==> config.mk <==
export PLATFORM = sky130hd
export DESIGN_NAME = mux_tree_pipe
export DESIGN_NICKNAME = d
export VERILOG_FILES = /design/src/rtl/mux_pkg.sv /design/src/rtl/mux_tree_stage.sv /design/src/rtl/mux_tree_pipe.sv
export SDC_FILE = /design/constraint.sdc
export NUM_CORES = 1
export LEC_CHECK = 0
export ABC_AREA = 1
export CORE_UTILIZATION = 53
export DETAILED_ROUTE_END_ITERATION = 6
export HOLD_SLACK_MARGIN = 0.1
export PLACE_DENSITY_LB_ADDON = 0.25
export SLEW_MARGIN = 10
export SYNTH_ARGS = -nofsm -noshare
export SYNTH_HDL_FRONTEND = slang
export SYNTH_SLANG_ARGS = --single-unit
==> constraint.sdc <==
create_clock -name clk -period 2.55 [get_ports clk]
set_clock_uncertainty 0.15 [all_clocks]
set_input_delay 0.255 -clock clk [delete_from_list [all_inputs] [get_ports clk]]
set_output_delay 0.255 -clock clk [all_outputs]
set_load 0.01 [all_outputs]
==> src/rtl/mux_pkg.sv <==
// Shared helpers for the pipelined mux tree: latency, blank value and the
// layout of the flat inter-stage data bus.
package mux_pkg;

   function automatic int unsigned lat_of(input int unsigned sw);
      return 1 + (sw + 1) / 2;
   endfunction

   // Value driven on every output bit while en_n is high.
   function automatic logic blank_bit(input int unsigned invert);
      return (invert != 0);
   endfunction

   // Number of channels still live at stage boundary b (b=0 is the input register).
   function automatic int unsigned bus_ch(input int unsigned nch, input int unsigned sw,
                                          input int unsigned b);
      int unsigned sh;
      sh = (2 * b < sw) ? 2 * b : sw;
      return nch >> sh;
   endfunction

   // Bit offset of boundary b inside the flat bus.
   function automatic int unsigned bus_off(input int unsigned nch, input int unsigned w,
                                           input int unsigned sw, input int unsigned b);
      int unsigned off;
      off = 0;
      for (int unsigned i = 0; i < b; i++) off += bus_ch(nch, sw, i) * w;
      return off;
   endfunction

endpackage

==> src/rtl/mux_tree_stage.sv <==
// One pipeline slice of the mux tree: one or two 2:1 levels followed by a
// register that only captures valid beats.
module mux_tree_stage #(
   parameter int unsigned NIN    = 4,
   parameter int unsigned LEVELS = 2,
   parameter int unsigned W      = 1,
   parameter int unsigned SW     = 2,
   parameter int unsigned BIT0   = 0,
   parameter int unsigned INV    = 0,
   parameter logic        BLANK  = 1'b0,
   localparam int unsigned NOUT  = NIN >> LEVELS
) (
   input  logic              clk,
   input  logic              rst,
   input  logic [NIN*W-1:0]  din,
   input  logic              in_valid,
   input  logic              in_en_n,
   input  logic [SW-1:0]     in_ch,
   output logic [NOUT*W-1:0] dout,
   output logic              out_valid,
   output logic [SW-1:0]     out_ch
);

   localparam int unsigned NMID = NIN / 2;

   logic [NMID*W-1:0] mid;
   logic [NOUT*W-1:0] pick;
   logic [NOUT*W-1:0] res;

   always_comb begin
      mid = '0;
      for (int unsigned j = 0; j < NMID; j++)
         mid[j*W +: W] = in_ch[BIT0] ? din[(2*j+1)*W +: W] : din[2*j*W +: W];
   end

   generate
      if (LEVELS == 2) begin : g_two
         always_comb begin
            pick = '0;
            for (int unsigned j = 0; j < NOUT; j++)
               pick[j*W +: W] = in_ch[BIT0+1] ? mid[(2*j+1)*W +: W] : mid[2*j*W +: W];
         end
      end else begin : g_one
         assign pick = mid;
      end
   endgenerate

   // Inversion commutes with selection, so it and blanking are applied where enabled.
   assign res = in_en_n ? {(NOUT*W){BLANK}} : ((INV != 0) ? ~pick : pick);

   always_ff @(posedge clk) begin
      if (rst) begin
         dout      <= '0;
         out_valid <= 1'b0;
         out_ch    <= '0;
      end else begin
         out_valid <= in_valid;
         if (in_valid) begin
            dout   <= res;
            out_ch <= in_ch;
         end
      end
   end

endmodule

==> src/rtl/mux_tree_pipe.sv <==
// Pipelined NCH:1 mux tree with direct or auto-incrementing scan channel
// selection, optional output inversion and an active-low output enable.
module mux_tree_pipe import mux_pkg::*; #(
   parameter int unsigned NCH    = 16,
   parameter int unsigned W      = 1,
   parameter int unsigned INVERT = 1,
   localparam int unsigned SW    = $clog2(NCH),
   localparam int unsigned LAT   = lat_of(SW)
) (
   input  logic              clk,
   input  logic              rst,
   input  logic [NCH*W-1:0]  din,
   input  logic              in_valid,
   input  logic [SW-1:0]     sel,
   input  logic              sel_load,
   input  logic              scan_en,
   input  logic              en_n,
   output logic [W-1:0]      out_data,
   output logic              out_valid,
   output logic [SW-1:0]     out_ch
);

   localparam int unsigned NST = LAT - 1;
   localparam int unsigned TOT = bus_off(NCH, W, SW, NST + 1);

   logic [NCH*W-1:0] din_q;
   logic             en_q;
   logic             vld_q;
   logic [SW-1:0]    idx_q;
   logic [SW-1:0]    scan_idx;
   logic [SW-1:0]    eff_c;

   // Stage boundaries: each bit range has exactly one driver.
   wire [TOT-1:0] bus;
   wire [NST:0]   vld;
   wire [SW-1:0]  ch [NST+1];

   always_comb begin
      eff_c = sel;
      if (scan_en && !sel_load) eff_c = scan_idx;
   end

   // Input register and scan index; reset wins over loads and beats.
   always_ff @(posedge clk) begin
      if (rst) begin
         din_q    <= '0;
         en_q     <= 1'b0;
         vld_q    <= 1'b0;
         idx_q    <= '0;
         scan_idx <= '0;
      end else begin
         din_q <= din;
         en_q  <= en_n;
         vld_q <= in_valid;
         idx_q <= eff_c;
         if (scan_en && in_valid) scan_idx <= eff_c + SW'(1);
         else if (sel_load)       scan_idx <= sel;
      end
   end

   assign bus[NCH*W-1:0] = din_q;
   assign vld[0]         = vld_q;
   assign ch[0]          = idx_q;

   for (genvar s = 0; s < NST; s++) begin : g_stage
      localparam int unsigned NIN   = bus_ch(NCH, SW, s);
      localparam int unsigned NOUT  = bus_ch(NCH, SW, s + 1);
      localparam int unsigned LVL   = (SW - 2 * s >= 2) ? 2 : 1;
      localparam int unsigned OFF_I = bus_off(NCH, W, SW, s);
      localparam int unsigned OFF_O = bus_off(NCH, W, SW, s + 1);

      mux_tree_stage #(
         .NIN    (NIN),
         .LEVELS (LVL),
         .W      (W),
         .SW     (SW),
         .BIT0   (2 * s),
         .INV    ((s == 0) ? INVERT : 0),
         .BLANK  (blank_bit(INVERT))
      ) u_stage (
         .clk       (clk),
         .rst       (rst),
         .din       (bus[OFF_I +: NIN*W]),
         .in_valid  (vld[s]),
         .in_en_n   ((s == 0) ? en_q : 1'b0),
         .in_ch     (ch[s]),
         .dout      (bus[OFF_O +: NOUT*W]),
         .out_valid (vld[s+1]),
         .out_ch    (ch[s+1])
      );
   end

   assign out_data  = bus[TOT-1 -: W];
   assign out_valid = vld[NST];
   assign out_ch    = ch[NST];

endmodule

# Yosys cells after proc, flatten, opt, wreduce, memory -nomap -nowiden
# Index checks and enable logic that the tools add are counted.
# Widths: inputs -> output; s select.
[word_totals] inputBits=26 register_bits=41 out_inout_bits=6 elab_cells=36
[classes] n_mux=19 bitwise_logic=1 add_sub_neg=1 n_reduce_logical=4
[ops] op="$mux 4" n=4
[ops] op="$mux 1" n=15
[ops] op="$add 4x1->4 const B" n=1
[ops] op="$not 4->4" n=1
[ops] op="$logic_and 1x1->1" n=2
[ops] op="$reduce_bool 2->1" n=1
[ops] op="$logic_not 1->1" n=1

# Longest topological paths before layout
# Gate-level depths: netlist of the first run.
[depth] ltp_word=5 depth_mapped=10 depth_no_buf=10

# Modules after synthesis
# A second synthesis of the first run with hierarchy kept.
[hier_totals] cells_unflattened=233 hier_area_um2=1650.3
[by_module_without_submodules] mod="mux_tree_pipe" area_each_um2=905.9 instances=1 seq_area_each_um2=520.5 cells_each=117
[by_module_without_submodules] mod="mux_tree_stage (g_stage[0].u_stage)" area_each_um2=484.2 instances=1 seq_area_each_um2=180.2 cells_each=79
[by_module_without_submodules] mod="mux_tree_stage (g_stage[1].u_stage)" area_each_um2=260.2 instances=1 seq_area_each_um2=120.1 cells_each=37

# Worst setup path after synthesis of the first run
# OpenSTA, ideal clock, no wires.
[synth_timing] path_kind="flip-flop to flip-flop" from="register vld_q" to="register g_stage[0].u_stage.dout[0]" t_arrival_ps=996 path_buffers=0 synth_period_minus_slack_ps=1265 setup_time_ps=119 t_required_ps=2281 setup_slack_ps=1285 stages_incl_launch_ff=5 path_cell_list="dfxtp_1 > inv_2 > or2_4 > o31ai_1 > inv_1"
[synth_lines] element="start: declaration" line_no="mux_tree_pipe.sv:28" text="logic vld_q;"
[synth_lines] element="start signal: assignment" line_no="mux_tree_pipe.sv:54" text="vld_q <= in_valid;"
[synth_lines] element="end signal: assignment" line_no="mux_tree_stage.sv:59" text="dout <= res;"
[synth_lines] element="end: declaration" line_no="mux_tree_stage.sv:19" text="output logic [NOUT*W-1:0] dout,"

# Final worst setup path of the first run
[layout_timing] from="register g_stage[1].u_stage.dout" to="output port out_data"
[layout_lines] element="start: declaration" line_no="mux_tree_stage.sv:19"
[layout_lines] element="start signal: assignment" line_no="mux_tree_stage.sv:59"
[layout_lines] element="end: declaration" line_no="mux_tree_pipe.sv:18" text="output logic [W-1:0] out_data,"
# No word-level cell between the ends.

==> results.json, run 1 <==
{
  "avgSynthCellArea_um2": 7.40,
  "boundaryPins": 32,
  "crit_chain": "clkdlybuf4s50_1",
  "report.final.hold_viol_count": 0,
  "relSlewSlack_pct": 79.9,
  "grt_pass1_wl_mm": 4.60,
  "hold_class": "in2reg",
  "dpl.hpwl_mm": 1.96,
  "grt_use_total_pct": 18.7,
  "tritoncts": "built",
  "fin_nets": 268,
  "fin_crit_ns": 1.63,
  "syn_area_mm2": 0.00157,
  "synth_warnings": 0,
  "path_class": "reg2out",
  "post_cts_buffers": 0,
  "cts_resized": 0,
  "area_delta_synth_final_pct": 24.9,
  "clk_pin_slew_worst_paths_ns": 0.11,
  "antenna_cells": 0,
  "cts_root_buffer": "clkbuf_4",
  "htree_levels": 2,
  "start_kind": "flop",
  "fin_cells": 274,
  "grt_overflow": 0,
  "path_buf_inv": 1,
  "cp-end-kind": "primary output",
  "hold-path-cell-count": 3,
  "die_h_um": 56.4,
  "worstMarginPinSlew_ns": 0.301,
  "synth_most_common_cell": "dfxtp_1",
  "crit_fanout": 2,
  "finalSetupViolations": 0,
  "arrival_ns": 1.22,
  "antenna_found_initial": 0,
  "required_ns": 2.14,
  "synthTopCellsByArea": "dfxtp_1, nand2_1, nor2_1",
  "dieArea_mm2": 0.00318,
  "power.density_mw_per_mm2": 647,
  "gp_congestion": 0.765,
  "io_buffers": 31,
  "ys.flop_type": "dfxtp_1",
  "syn_inst": 212,
  "syn_nets": 238,
  "finalMaxSlewViolations": 0,
  "grt_pass1_vias": 1128,
  "numCtsBuffers": 5,
  "fmaxAchievable_ghz": 0.614,
  "core-area_mm2": 0.00278,
  "viasPerCell": 4.88,
  "worstHoldStart": "din[12]",
  "dp_cells": 266,
  "pre_cts_ws_ns": 0.815,
  "fin_crit_sh_pct": 63.9,
  "ys_top_cells_by_count": "dfxtp_1, nand2_1, nor2_1",
  "grt_max_degree": 30,
  "ant_nets": 0,
  "cts_hold_buffers": 0,
  "synth_cell_type_count": 19,
  "irDropWorstVdd_mv": 0.440,
  "rsz0062_at_grt": "false",
  "ff2ff_path_depth": 4,
  "clock-sinks": 41,
  "initial_core_util_pct": 56.4,
  "drt_iter0_drc": 32,
  "yosysTopAreaCell": "dfxtp_1",
  "rrSetupSlack_ns": 1.13,
  "power_leakage_uw": 0.000948,
  "cp_slowest_stage_delay_ns": 0.53,
  "grt.busiest_layer": "met2",
  "netlist.area_leader.share_pct": 52.4,
  "status": "completed",
  "cp_slowest_cell": "clkdlybuf4s50_1",
  "synthArstFlopShare_pct": 0,
  "global_route.usage.met2_pct": 31.6,
  "cp_top_family": "buffers and inverters",
  "synth_enable_flop_cells": 0,
  "drc": 0,
  "setup_tns_ns": 0,
  "use_met1_pct": 21.9,
  "layout-drive-gt1-share_pct": 4.94,
  "clock_latency_ns": 0.34,
  "drv_cap": 0,
  "num_vias": 1336,
  "ys_seq_area_share_pct": 52.4,
  "cts_max_path_buffers": 2,
  "hold_end": "din_q[12]",
  "r2r_end": "g_stage[0].u_stage.dout[3]",
  "startpoint": "g_stage[1].u_stage.dout",
  "rows": 19,
  "dieWidth_um": 56.4,
  "finalWorstSetupSlack_ns": 0.921,
  "wl_mm": 2.69,
  "use_met3_pct": 5.76,
  "ys_ff_latch": 41,
  "r2r_start": "vld_q",
  "wl_per_cell_um": 9.83,
  "firstDrtPassIters": 4
}
-- registers in the layout, indices dropped and copies added (netlist names) --
name                       flops
din_q                         16
g_stage.u_stage.out_ch         8
g_stage.u_stage.dout           5
idx_q                          4
scan_idx                       4
g_stage.u_stage.out_valid      2
en_q                           1
vld_q                          1
-- power by group --
part | leakage, uW | switching (uW) | internal, uW
registers | 0.000340 | 19.5 | 678
clock network | 0.0000455 | 187 | 234
logic | 0.000563 | 72.8 | 74.9
total | 0.000948 | 280 | 987
-- cells by family after synthesis --
kind of cell | count (synthesis) | share of synthesized area, %
DFF | 41 | 52.4
AOI/OAI and AO/OA | 37 | 12.8
and+or+nand+nor | 87 | 22.4
buffers and inverters | 47 | 12.4
-- how the worst max path moves through the flow --
stage                            endpoint  slack (ns)  depth (start not counted)
2_1_floorplan  g_stage[0].u_stage.dout[0]        1.29                          4
3_3_place_gp                  scan_idx[2]        0.88                         10
3_5_place_dp                  scan_idx[2]        0.82                         11
4_1_cts                          out_data        0.91                          1
5_1_grt                          out_data        0.87                          1
6_report                         out_data        0.92                          1
-- final cells by class --
| class | count | area (um^2) |
|---|---|---|
| multi-input combinational | 124 | 553 |
| clock inverter | 1 | 30.0 |
| timing repair buffer | 32 | 318 |
| fill | 243 | 823 |
| tap | 31 | 38.8 |
| sequential | 41 | 821 |
| inverter | 38 | 143 |
| clock buffer | 7 | 55.1 |
-- per-layer routing --
metal,vias up,part of all wire (%)
li1,713,-
met1,594,47
met2,24,47
met4,0,1.6
met5,-,0
met3,5,3.8
-- per-stage QoR --
stage                     utilization [%]  hold slack, ns  power (uW)  area (um^2)
after floorplan                         -           0.212         795         1570
after global placement               67.3           0.286         856         1870
after detailed placement             67.3           0.304         859         1870
after CTS                            70.4           0.257        1280         1960
after global routing                 70.4           0.252        1330         1960
final                                70.4           0.262        1270         1960
-- layout by cell type (no fill, tap or decap) --
cell type        count
dfxtp_1             41
nor2_1              36
nand2_1             36
inv_1               35
clkdlybuf4s50_1     31
a21oi_1             17
o21ai_0             13
nand3_1             12
clkbuf_4             5
o31ai_1              4
inv_2                2
o211ai_1             2
nand2_2              1
nand4_1              1
or2_4                1
clkinv_1             1
a31oi_1              1
bufinv_16            1
clkbuf_1             1
clkbuf_8             1
buf_4                1
No activity file was read; power rests on OpenSTA's default activity.
==> run 2: changes to the inputs <==
CORE_UTILIZATION = 45   (was 53)
clock period = 1.4 ns   (was 2.55 ns; I/O delays follow)
==> results.json, run 2 (synthesis gave the netlist of run 1 again) <==
{
  "worstHoldStart": "din[14]",
  "final_common_cell": "dfxtp_1",
  "viasPerCell": 4.37,
  "path_class": "reg2out",
  "sw_frac_of_total_pct": 23.7,
  "required_ns": 1.11,
  "n_fill_cell": 317,
  "pre_cts_ws_ns": -0.195,
  "hold_class": "in2reg",
  "largest_reg_flops": 16,
  "p_clk_share_pct": 32.6,
  "r2r_end": "g_stage[0].u_stage.dout[3]",
  "status": "completed",
  "dpl.hpwl_mm": 2.10,
  "grt_max_degree": 16,
  "power_uw": 2320,
  "internal-power_uw": 1770,
  "initial_core_util_pct": 47.0,
  "cp-end-kind": "primary output",
  "worstMarginPinSlew_ns": 0.300,
  "cp_top_family": "flip-flops",
  "report.final.hold_viol_count": 0,
  "fin_nets": 280,
  "cp_slowest_cell": "dfxtp_1",
  "ff2ff_path_depth": 4,
  "finalSetupViolations": 0,
  "final_cell_mix": "dfxtp_1, nor2_1, nand2_1",
  "multiInputGateArea_um2": 553,
  "fin_crit_sh_pct": 89.4,
  "area_delta_synth_final_pct": 32.1,
  "rows": 21,
  "power.density_mw_per_mm2": 1120,
  "hold-path-cell-count": 3,
  "r2r_start": "vld_q",
  "layout-drive-gt1-share_pct": 9.80,
  "irDropWorstVdd_mv": 0.598,
  "grt_overflow": 0,
  "reg_top3": "din_q x16, g_stage.u_stage.out_ch x8, g_stage.u_stage.dout x5",
  "num_vias": 1316,
  "arrival_ns": 0.96,
  "fin_crit_ns": 1.25,
  "seq_area_um2": 821,
  "fmaxAchievable_ghz": 0.799,
  "htree_levels": 2,
  "cts_max_path_buffers": 2,
  "setup_tns_ns": 0,
  "die_h_um": 61.0,
  "crit_fanout": 2,
  "p_sw_uw": 552,
  "finalMaxSlewViolations": 0,
  "crit_chain": "dlygate4sd2_1",
  "numCtsBuffers": 5,
  "boundaryPins": 32,
  "clock_latency_ns": 0.35,
  "drc": 0,
  "io_buffers": 31,
  "regMostFlops": "din_q",
  "power.share.combinational_pct": 13.0,
  "path_buf_inv": 1,
  "rsz0062_at_grt": "false",
  "relSlewSlack_pct": 80.0,
  "grt_pass1_vias": 1048,
  "start_kind": "flop",
  "antenna_found_initial": 0,
  "gp_congestion": 0.896,
  "grt_pass1_wl_mm": 4.41,
  "antenna_cells": 0,
  "post_cts_buffers": 0,
  "drv_cap": 0,
  "clock-sinks": 41,
  "hold_end": "din_q[14]",
  "power_frac_seq_pct": 54.5,
  "firstDrtPassIters": 6,
  "tritoncts": "built",
  "wl_per_cell_um": 9.11,
  "wl_mm": 2.74,
  "cts_root_buffer": "clkbuf_4",
  "dieArea_mm2": 0.00372,
  "rrSetupSlack_ns": 0.16,
  "finalWorstSetupSlack_ns": 0.148,
  "dieWidth_um": 61.0,
  "drt_iter0_drc": 74,
  "power_leakage_uw": 0.00103,
  "ant_nets": 0,
  "core-area_mm2": 0.00334,
  "grt_use_total_pct": 16.7,
  "clk_pin_slew_worst_paths_ns": 0.12,
  "cp_slowest_stage_delay_ns": 0.35
}
==> run 2: worst max path at each step <==
stage | startpoint | endpoint | slack (ns) | depth (start not counted)
finish | g_stage[1].u_stage.dout | out_data | 0.15 | 1
global route | vld_q | g_stage[0].u_stage.dout[3] | 0.03 | 4
CTS | g_stage[1].u_stage.dout | out_data | 0.11 | 1
detailed placement | sel_load | scan_idx[3] | -0.20 | 9
global placement | scan_en | scan_idx[2] | -0.13 | 10
floorplan | vld_q | g_stage[0].u_stage.dout[0] | 0.14 | 4
==> run 2: layout make-up <==
cell class / count / share of cell area, %
Timing Repair Buffer: 44 / 19.9
Clock inverter: 3 / 2.24
Multi-Input combinational cell: 124 / 26.7
Tap cell: 46 / 2.78
Clock buffer: 5 / 1.81
Sequential cell: 41 / 39.6
Inverter: 38 / 6.89
==> run 2: what timing repair did <==
| action | in CTS | in global routing |
|---|---|---|
| hold buffers | 0 | 0 |
| endpoints found under the setup margin | 6 | 0 |
| gates resized for setup | 6 | 0 |
| hold endpoints to repair | 0 | 0 |
==> run 2: power groups by stage <==
stage | registers (uW) | logic, uW | clock network, uW
floorplan | 1290 | 161 | 0
global placement | 1290 | 304 | 0
detailed placement | 1290 | 309 | 0
CTS | 1270 | 305 | 790
global route | 1280 | 344 | 842
finish | 1270 | 302 | 757
==> run 2: routing by layer <==
metal | wire length, um | global-route usage (%) | up-vias
li1 | - | - | 736
met1 | 1340 | 21.5 | 549
met2 | 1260 | 25.2 | 26
met3 | 103 | 5.04 | 5
met4 | 38 | 8.77 | 0
met5 | 0 | 0 | -
==> run 2: stage by stage <==
| step | hold slack, ns | cell area, um^2 | utilization [%] | cells |
|---|---|---|---|---|
| after global routing | 0.130 | 2070 | 62.1 | 301 |
| after detailed placement | 0.289 | 1990 | 59.8 | 293 |
| after floorplan | 0.0970 | 1570 | - | 212 |
| after global placement | 0.287 | 1990 | 59.8 | 293 |
| final | 0.142 | 2070 | 62.1 | 301 |
| after CTS | 0.124 | 2070 | 62.1 | 301 |
